**src/rtl/fifo_flush_pack.sv**
```systemverilog
// Narrow-entry FIFO that, on a rising flush edge, drains a snapshot of its contents as packed wide
// words over a valid/ready port. Define FIFO_FLUSH_DROP_CNT_EN to enable the rejected-write counter.
module fifo_flush_pack #(
  parameter int unsigned       DATA_W = 4,
  parameter int unsigned       PACK   = 8,
  parameter int unsigned       DEPTH  = 32,
  parameter logic [DATA_W-1:0] PAD    = 4'hC
) (
  input  logic                       clk,
  input  logic                       reset,
  input  logic                       fifo_wr_valid_i,
  input  logic [DATA_W-1:0]          fifo_wr_data_i,
  input  logic                       fifo_flush_i,
  output logic                       fifo_rd_valid_o,
  input  logic                       fifo_rd_ready_i,
  output logic [DATA_W*PACK-1:0]     fifo_rd_data_o,
  output logic [$clog2(PACK):0]      fifo_rd_cnt_o,
  output logic                       fifo_flush_done_o,
  output logic [$clog2(DEPTH):0]     fifo_count_o,
  output logic                       fifo_empty_o,
  output logic                       fifo_full_o,
  output logic [15:0]                fifo_drop_cnt_o
);

  localparam int unsigned AW = $clog2(DEPTH);
  localparam int unsigned CW = AW + 1;
  localparam int unsigned KW = $clog2(PACK) + 1;

  typedef enum logic [1:0] {StIdle, StDrain, StDone} state_e;

  state_e                 state_q, state_d;
  logic [DATA_W-1:0]      mem_q [DEPTH];
  logic [AW-1:0]          wr_ptr_q, rd_ptr_q;
  logic [CW-1:0]          count_q, count_d;
  logic [CW-1:0]          remaining_q, remaining_d;
  logic                   flush_q;
  logic                   flush_req, wr_accept, beat;
  logic [CW-1:0]          snapshot;
  logic [KW-1:0]          k;
  logic [DATA_W*PACK-1:0] lane_data;

  assign flush_req = fifo_flush_i & ~flush_q;
  assign wr_accept = fifo_wr_valid_i && (count_q < CW'(DEPTH));
  assign beat      = (state_q == StDrain) && fifo_rd_ready_i;
  // Snapshot includes a write accepted on the same edge as the request.
  assign snapshot  = count_q + CW'(wr_accept);
  assign k         = (remaining_q >= CW'(PACK)) ? KW'(PACK) : KW'(remaining_q);
  assign count_d   = count_q + CW'(wr_accept) - (beat ? CW'(k) : '0);

  always_comb begin
    remaining_d = remaining_q;
    if (state_q == StIdle && flush_req) begin
      remaining_d = snapshot;
    end else if (beat) begin
      remaining_d = remaining_q - CW'(k);
    end
  end

  for (genvar i = 0; i < PACK; i++) begin : g_lane
    logic [AW-1:0] idx;
    assign idx = rd_ptr_q + AW'(i);
    assign lane_data[i*DATA_W +: DATA_W] = (KW'(i) < k) ? mem_q[idx] : PAD;
  end

  always_ff @(posedge clk) begin
    if (wr_accept) begin
      mem_q[wr_ptr_q] <= fifo_wr_data_i;
    end
  end

  always_ff @(posedge clk or negedge reset) begin
    if (!reset) begin
      wr_ptr_q    <= '0;
      rd_ptr_q    <= '0;
      count_q     <= '0;
      remaining_q <= '0;
      flush_q     <= 1'b0;
    end else begin
      flush_q     <= fifo_flush_i;
      count_q     <= count_d;
      remaining_q <= remaining_d;
      if (wr_accept) wr_ptr_q <= wr_ptr_q + AW'(1);
      if (beat)      rd_ptr_q <= rd_ptr_q + AW'(k);
    end
  end

  always_ff @(posedge clk or negedge reset) begin
    if (!reset) state_q <= StIdle;
    else        state_q <= state_d;
  end

  always_comb begin
    state_d = state_q;
    unique case (state_q)
      StIdle:  if (flush_req) state_d = (snapshot == '0) ? StDone : StDrain;
      StDrain: if (beat && remaining_q == CW'(k)) state_d = StDone;
      StDone:  state_d = StIdle;
      default: state_d = StIdle;
    endcase
  end

  always_comb begin
    fifo_rd_valid_o   = 1'b0;
    fifo_rd_data_o    = '0;
    fifo_rd_cnt_o     = '0;
    fifo_flush_done_o = 1'b0;
    unique case (state_q)
      StDrain: begin
        fifo_rd_valid_o = 1'b1;
        fifo_rd_data_o  = lane_data;
        fifo_rd_cnt_o   = k;
      end
      StDone:  fifo_flush_done_o = 1'b1;
      default: ;
    endcase
  end

  assign fifo_count_o = count_q;
  assign fifo_empty_o = (count_q == '0);
  assign fifo_full_o  = (count_q == CW'(DEPTH));

`ifdef FIFO_FLUSH_DROP_CNT_EN
  logic [15:0] drop_cnt_q;

  always_ff @(posedge clk or negedge reset) begin
    if (!reset) begin
      drop_cnt_q <= '0;
    end else if (fifo_wr_valid_i && fifo_full_o && drop_cnt_q != 16'hFFFF) begin
      drop_cnt_q <= drop_cnt_q + 16'd1;
    end
  end

  assign fifo_drop_cnt_o = drop_cnt_q;
`else
  assign fifo_drop_cnt_o = '0;
`endif

endmodule

```
**config.mk**
```make
export PLATFORM = sky130hd
export DESIGN_NAME = fifo_flush_pack
export DESIGN_NICKNAME = d
export VERILOG_FILES = /design/src/rtl/fifo_flush_pack.sv
export SDC_FILE = /design/constraint.sdc
export NUM_CORES = 1
export LEC_CHECK = 0
export CAP_MARGIN = 20
export CELL_PAD_IN_SITES_DETAIL_PLACEMENT = 1
export CELL_PAD_IN_SITES_GLOBAL_PLACEMENT = 2
export CORE_MARGIN = 5
export CORE_UTILIZATION = 44
export CTS_CLUSTER_DIAMETER = 120
export CTS_CLUSTER_SIZE = 8
export DETAILED_ROUTE_END_ITERATION = 16
export GPL_TIMING_DRIVEN = 0
export PLACE_DENSITY_LB_ADDON = 0.1
export SETUP_SLACK_MARGIN = 0.05
export SLEW_MARGIN = 5
export SYNTH_ARGS = -nofsm -noshare
export SYNTH_HDL_FRONTEND = slang
export SYNTH_SLANG_ARGS = --single-unit
```
**constraint.sdc**
```tcl
create_clock -name clk -period 5.73 [get_ports clk]
set_input_delay 1.146 -clock clk [delete_from_list [all_inputs] [get_ports clk]]
set_output_delay 1.146 -clock clk [all_outputs]
set_load 0.01 [all_outputs]
```
Word-level counts from Yosys, hierarchy flattened
Memories as Yosys holds them, arrays and structs flattened.
Cells that the tools add are included.
{ "word_totals": {"register_bits": 25, "mem_bits_rw": 128, "inputBits": 9, "output_inout_bits": 62, "mem_count": 1} }
{ "mem_list": {"columns": ["memory", "depth", "word_bits", "rd", "rd_ports_with_merged_regs", "write_ports", "line_no", "source"], "rows": [
  ["mem_q", 32, 4, 8, 0, 1, "32", "logic [DATA_W-1:0] mem_q [DEPTH];"]
]} }
{ "op_classes": {"add_sub_neg": 12, "order_cmp": 10, "n_eq_ne": 6, "mux": 22, "bitwise": 2, "n_reduce_logical": 9} }
{ "ops": {"columns": ["cell", "count"], "rows": [
  ["2-to-1 mux 4 bit", 11],
  ["2-to-1 mux 32 bit", 1],
  ["adder 5 x 3 -> 5 bit, second input constant", 4],
  ["< comparator 3 x 4 -> 1 bit, first input constant", 4],
  ["logical NOT 6 bit", 2],
  ["2-to-1 mux 6 bit", 2],
  ["subtractor 6 x 4 -> 6 bit", 2],
  ["adder 5 x 1 -> 5 bit, second input constant", 2],
  ["adder 5 x 2 -> 5 bit, second input constant", 2],
  ["< comparator 1 x 4 -> 1 bit, first input constant", 2],
  ["< comparator 2 x 4 -> 1 bit, first input constant", 2],
  ["adder 6 x 1 -> 6 bit", 1],
  ["equality test 6 x 4 -> 1 bit", 1],
  ["equality test 6 bit, second input constant", 1],
  [">= comparator 6 x 4 -> 1 bit, second input constant", 1],
  ["< comparator 6 bit, second input constant", 1],
  ["2-to-1 mux 2 bit", 3],
  ["adder 5 x 4 -> 5 bit", 1],
  ["logical AND 1 bit", 4],
  ["2-to-1 mux 1 bit", 4],
  ["one-hot mux 2 bit (2 select lines)", 1],
  ["equality test 2 x 1 -> 1 bit, second input constant", 1],
  ["equality test 2 bit, second input constant", 1],
  ["logical NOT 2 bit", 1],
  ["other kinds (6)", 6]
]} }

Longest topological paths before layout
{ "depth": {"ltp_word": 7, "mapped_depth": 15} }

Least setup slack after synthesis
Ideal clock, no wire load.
{ "synth_timing": {"kind": "reg2out", "from": "reg rd_ptr_q[1]", "to": "out fifo_rd_data_o[12]", "arrival_ns": 3.228, "required_ns": 4.584, "slack_ns": 1.356, "stages_incl_launch_ff": 13, "n_path_buf": 6, "cell_sequence": "dfrtp_1 buf_2 buf_2 buf_2 inv_1 ha_1 buf_4 buf_2 clkbuf_1 mux4_2 mux4_2 mux2i_1 nor3_1"} }
{ "synth_between": {"elab_chain_len": 4} }
{ "synth_lines": {"columns": ["element", "line_no", "source"], "rows": [
  ["from (decl)", "33", "logic [AW-1:0] wr_ptr_q, rd_ptr_q;"],
  ["from (signal assigned)", "83", "if (beat) rd_ptr_q <= rd_ptr_q + AW'(k);"],
  ["adder 5 x 2 -> 5 bit", "61", "assign idx = rd_ptr_q + AW'(i);"],
  ["memory (32 x 4 bit)", null, null],
  ["2-to-1 mux 4 bit", "62", "assign lane_data[i*DATA_W +: DATA_W] = (KW'(i) < k) ? mem_q[idx] : PAD;"],
  ["2-to-1 mux 32 bit", "107", "unique case (state_q)"],
  ["to (decl)", "16", "output logic [DATA_W*PACK-1:0] fifo_rd_data_o,"]
]} }
Every way passes these cells.

Final worst setup path
{ "layout_timing": {"from": "reg rd_ptr_q[0]", "to": "out fifo_rd_data_o[7]"} }
{ "layout_between": {"elab_chain_len": 4} }
{ "layout_lines": {"columns": ["element", "line_no"], "rows": [
  ["adder 5 x 1 -> 5 bit", "61"],
  ["memory (32 x 4 bit)", null],
  ["2-to-1 mux 4 bit", "62"],
  ["2-to-1 mux 32 bit", "107"]
]} }
Every way passes these cells.

==> impl_metrics.csv <==
group,metric,value,unit
synthesis,synth_cells,807,
sta,rsz0062_at_grt,"true",
critical_path,worstPathCellList,"buf_2 > buf_6 > buf_6 > buf_6 > inv_1 > ha_1 > buf_6 > buf_6 > buf_8 > buf_6 > mux4_2 > mux2i_1 > a22oi_1 > a21oi_1 > nor2_1 > clkdlybuf4s50_1",
detailed_routing,first_pass_iters,5,
sta,report.final.hold_viol_count,0,
power_and_ir_drop,switching_share,0.463,
synthesis,syn_area_per_cell,14.1,sq um
synthesis,synth_adder_area_share,0.0299,
critical_path,crit_buf_inv,10,
floorplan,start_util,0.449,
power_and_ir_drop,seq_power_share,0.160,
cells_and_area,nFillCells,2520,
critical_path,r2r_slack,2670,ps
power_and_ir_drop,switchingPower,4180,uW
synthesis,synth_simple_gate_area_frac,0.0774,
floorplan,die_w,171,um
synthesis,synth_compound_area_frac,0.0439,
detailed_routing,antenna_left,0,
worst_hold_path,hold_end,"remaining_q[5]",
cells_and_area,syn2layout_area_growth,15.9,%
synthesis,synthArstFlopShare,0.163,
synthesis,ys.flop_type,"edfxtp_1",
floorplan,die_area,29100,sq um
synthesis,synth_edf_count,128,
sta,finClkSkew,14.5,ps
clocking,cts_tree,"done",
critical_path,cp-end-kind,"primary output",
detailed_routing,drtIter0Drc,1063,
grt,grt_antenna_before_repair,0,
synthesis,synth_mux_area_frac,0.381,
critical_path,crit_family,"buffers and inverters",
cells_and_area,drive_gt1_frac,0.310,
critical_path,critical-path-max-stage-delay,510,ps
sta,period_share,0.969,
synthesis,synth-seq-area-share,0.393,
floorplan,rows,58,
critical_path,path_max_fanout,10,
placed_design,place_hpwl,31.4,mm
placed_design,gp_congestion,0.971,
power_and_ir_drop,power.leakage,0.00452,uW
clocking,hold_buffers,0,
synthesis,synth_cell_type_count,55,
power_and_ir_drop,intPower,4850,uW
grt,overflow,0,
detailed_routing,route.detailed.drc,0,
clocking,clk_latency,440,ps
critical_path,cp_slowest_cell,"clkdlybuf4s50_1",
power_and_ir_drop,comb_power_share,0.704,
cells_and_area,fin_nets,937,
cells_and_area,n_antenna_cell,0,
floorplan,boundaryPins,71,
critical_path,r2r_start,"state_q[1]",
detailed_routing,routed_wl,41.0,mm
detailed_routing,vias,8511,
synthesis,synthesis.area,11400,sq um
synthesis,synth_seq_cells,153,
synthesis,synth_xor_xnor_area_share,0.0313,
clocking,root_buffer,"clkbuf_16",
grt,grt_pass1_wl,59.8,mm
critical_path,crit_top_cell,"buf_6",
critical_path,worstReg2RegEnd,"fifo_count_o[5]",
power_and_ir_drop,pwr-share-clk,0.136,
clocking,h-tree-depth,4,
power_and_ir_drop,p_per_area,686,nW/um^2
sta,setup_viol,0,
clocking,cts_inserted_buffers,17,
outcome,status,"finished, final reports clean",
critical_path,path_depth,16,
worst_hold_path,hold_path.class,"reg2reg",
sta,tightest_slew,1170,ps
sta,max_freq,180,MHz
sta,slew_headroom,0.217,
synthesis,yosys_warnings,0,
clocking,clk_pin_slew_worst_paths,70,ps
critical_path,cp.arrival,4410,ps
critical_path,cp-start-kind,"flip-flop",
sta,finalSetupTns,0,ps
power_and_ir_drop,peakVddDrop,0.397,mV
critical_path,cp.required,4580,ps
synthesis,synth_top_family_by_area,"multiplexers",
clocking,cts_sinks,153,
floorplan,die_h,171,um
placed_design,io_buffers,54,
sta,min_period,5550,ps
clocking,cts_max_path_buffers,2,
sta,maxSlewViolCount,0,
sta,fin_ws,179,ps
worst_hold_path,min_delay_path_depth,2,
flow_run,max_cap_viol_count,0,
detailed_routing,post_drt_wl_per_cell,33.0,um
grt,grt_max_degree,33,
placed_design,pre_cts_slack,-537,ps
floorplan,core,25300,sq um
grt,grt_pass1_vias,8897,
worst_hold_path,hold_start,"remaining_q[5]",
grt,grt_util_all_layers,0.287,
detailed_routing,routed_via_density,6.84,
critical_path,critPathKind,"reg2out",
critical_path,reg2reg_depth,11,
worst reg2reg max path, delay by kind of cell, from the launching register on:
kind                       cells  cell delay [ps]
adders and majority gates      1              320
xor gates and xnor gates       1              160
and+or+nand+nor                3              540
buffers and inverters          3              960
DFF                            1              390
AOI/OAI and AO/OA              3              550
sequential cells by signal, indices dropped and copies added, names as in the netlist:
register / flops
flush_q: 1
rd_ptr_q: 5
remaining_q: 6
mem_q: 128
fifo_count_o: 6
wr_ptr_q: 5
state_q: 2
how the worst max path moves through the flow:
stage                      startpoint            endpoint
final                     rd_ptr_q[0]   fifo_rd_data_o[7]
after global routing      rd_ptr_q[0]   fifo_rd_data_o[7]
after CTS                 rd_ptr_q[0]  fifo_rd_data_o[15]
after detailed placement  rd_ptr_q[1]  fifo_rd_data_o[29]
after global placement    rd_ptr_q[1]  fifo_rd_data_o[29]
after floorplan           rd_ptr_q[1]  fifo_rd_data_o[12]
per-stage QoR:
step	std cells	hold slack [ps]	instance area, sq um	total power [uW]	utilization
finish	1245	609	13200	9030	0.520
global route	1245	663	13200	9410	0.520
CTS	1240	615	13100	8930	0.517
detailed placement	1208	604	12400	7600	0.489
global placement	1206	604	12400	7480	0.489
floorplan	822	561	11400	5430	-
repair_timing:
action                     4_1_cts  5_1_grt
gates resized for setup         23        7
setup buffers                    0        0
setup endpoints to repair       24       18
metal layers:
metal	vias up	global-route usage	wire length (um)
met4	0	0.125	1650
met5	-	0	0
met2	505	0.454	19500
li1	3425	-	-
met1	4499	0.376	15900
met3	82	0.0749	3990
synthesized netlist by cell type (3+ instances only):
library cell  number  area (sq um)
mux2i_1           43           430
dfrtp_1           25           626
ha_1              24           300
nor3_1            24           120
a31oi_1            9          56.3
a21o_1             3          22.5
o21a_1             3          22.5
nor2b_1            5          31.3
buf_1              5          18.8
a22oi_1            6          45.0
mux4_2           171          3850
nand2_1           68           255
and2_1             4          25.0
edfxtp_1         128          3840
buf_4             24           180
xnor2_1           25           219
inv_1             15          56.3
and3_1             3          18.8
nand4_1            4          25.0
mux2_2             3          33.8
nand3_1           18          90.1
buf_2             25           125
clkbuf_1          20          75.1
o21ai_0           15          75.1
a21oi_1           32           160
nor2_1            55           206
xor2_1            10          87.6
cell families (layout without fill, tap and decap cells):
| logic type | Yosys count | count (layout) |
|---|---|---|
| buf+inv | 93 | 186 |
| compound gates | 82 | 82 |
| fa+ha+maj | 26 | 26 |
| xor+xnor | 38 | 38 |
| simple gates | 195 | 195 |
| mux | 218 | 218 |
| flops | 153 | 153 |
| other cells | 2 | 17 |
layout make-up:
cell class                 instances  area [sq um]  share of cell area
buffer                            76           490              0.0372
clock buffer                      17           425              0.0323
clock inverter                    15           204              0.0155
inverter                          17          67.6             0.00513
multi-input combinational        576          6480               0.492
sequential                       153          4470               0.339
tap                              330           413              0.0313
timing repair buffer              61           623              0.0473
cell usage in the layout, fill, tap and decap left out, types with 9 or more instances in the layout:
cell type / Yosys / final
a21oi_1: 32 / 32
a31oi_1: 9 / 9
buf_2: 25 / 19
buf_4: 24 / 26
buf_6: 2 / 9
clkbuf_1: 20 / 17
clkbuf_16: 0 / 17
clkdlybuf4s50_1: 0 / 53
conb_1: 2 / 17
dfrtp_1: 25 / 24
edfxtp_1: 128 / 128
ha_1: 24 / 24
inv_1: 15 / 15
mux2i_1: 43 / 43
mux4_2: 171 / 171
nand2_1: 68 / 68
nand3_1: 18 / 18
nor2_1: 55 / 55
nor3_1: 24 / 24
o21ai_0: 15 / 15
xnor2_1: 25 / 24
xor2_1: 10 / 10
power by group through the flow:
stage | logic (uW) | clock network [uW] | registers [uW]
after global placement | 6020 | 0 | 1460
after floorplan | 3990 | 0 | 1440
after global routing | 6660 | 1290 | 1460
after detailed placement | 6130 | 0 | 1470
after CTS | 6250 | 1240 | 1450
final | 6360 | 1230 | 1450
Power figures use the tool's default switching activity.
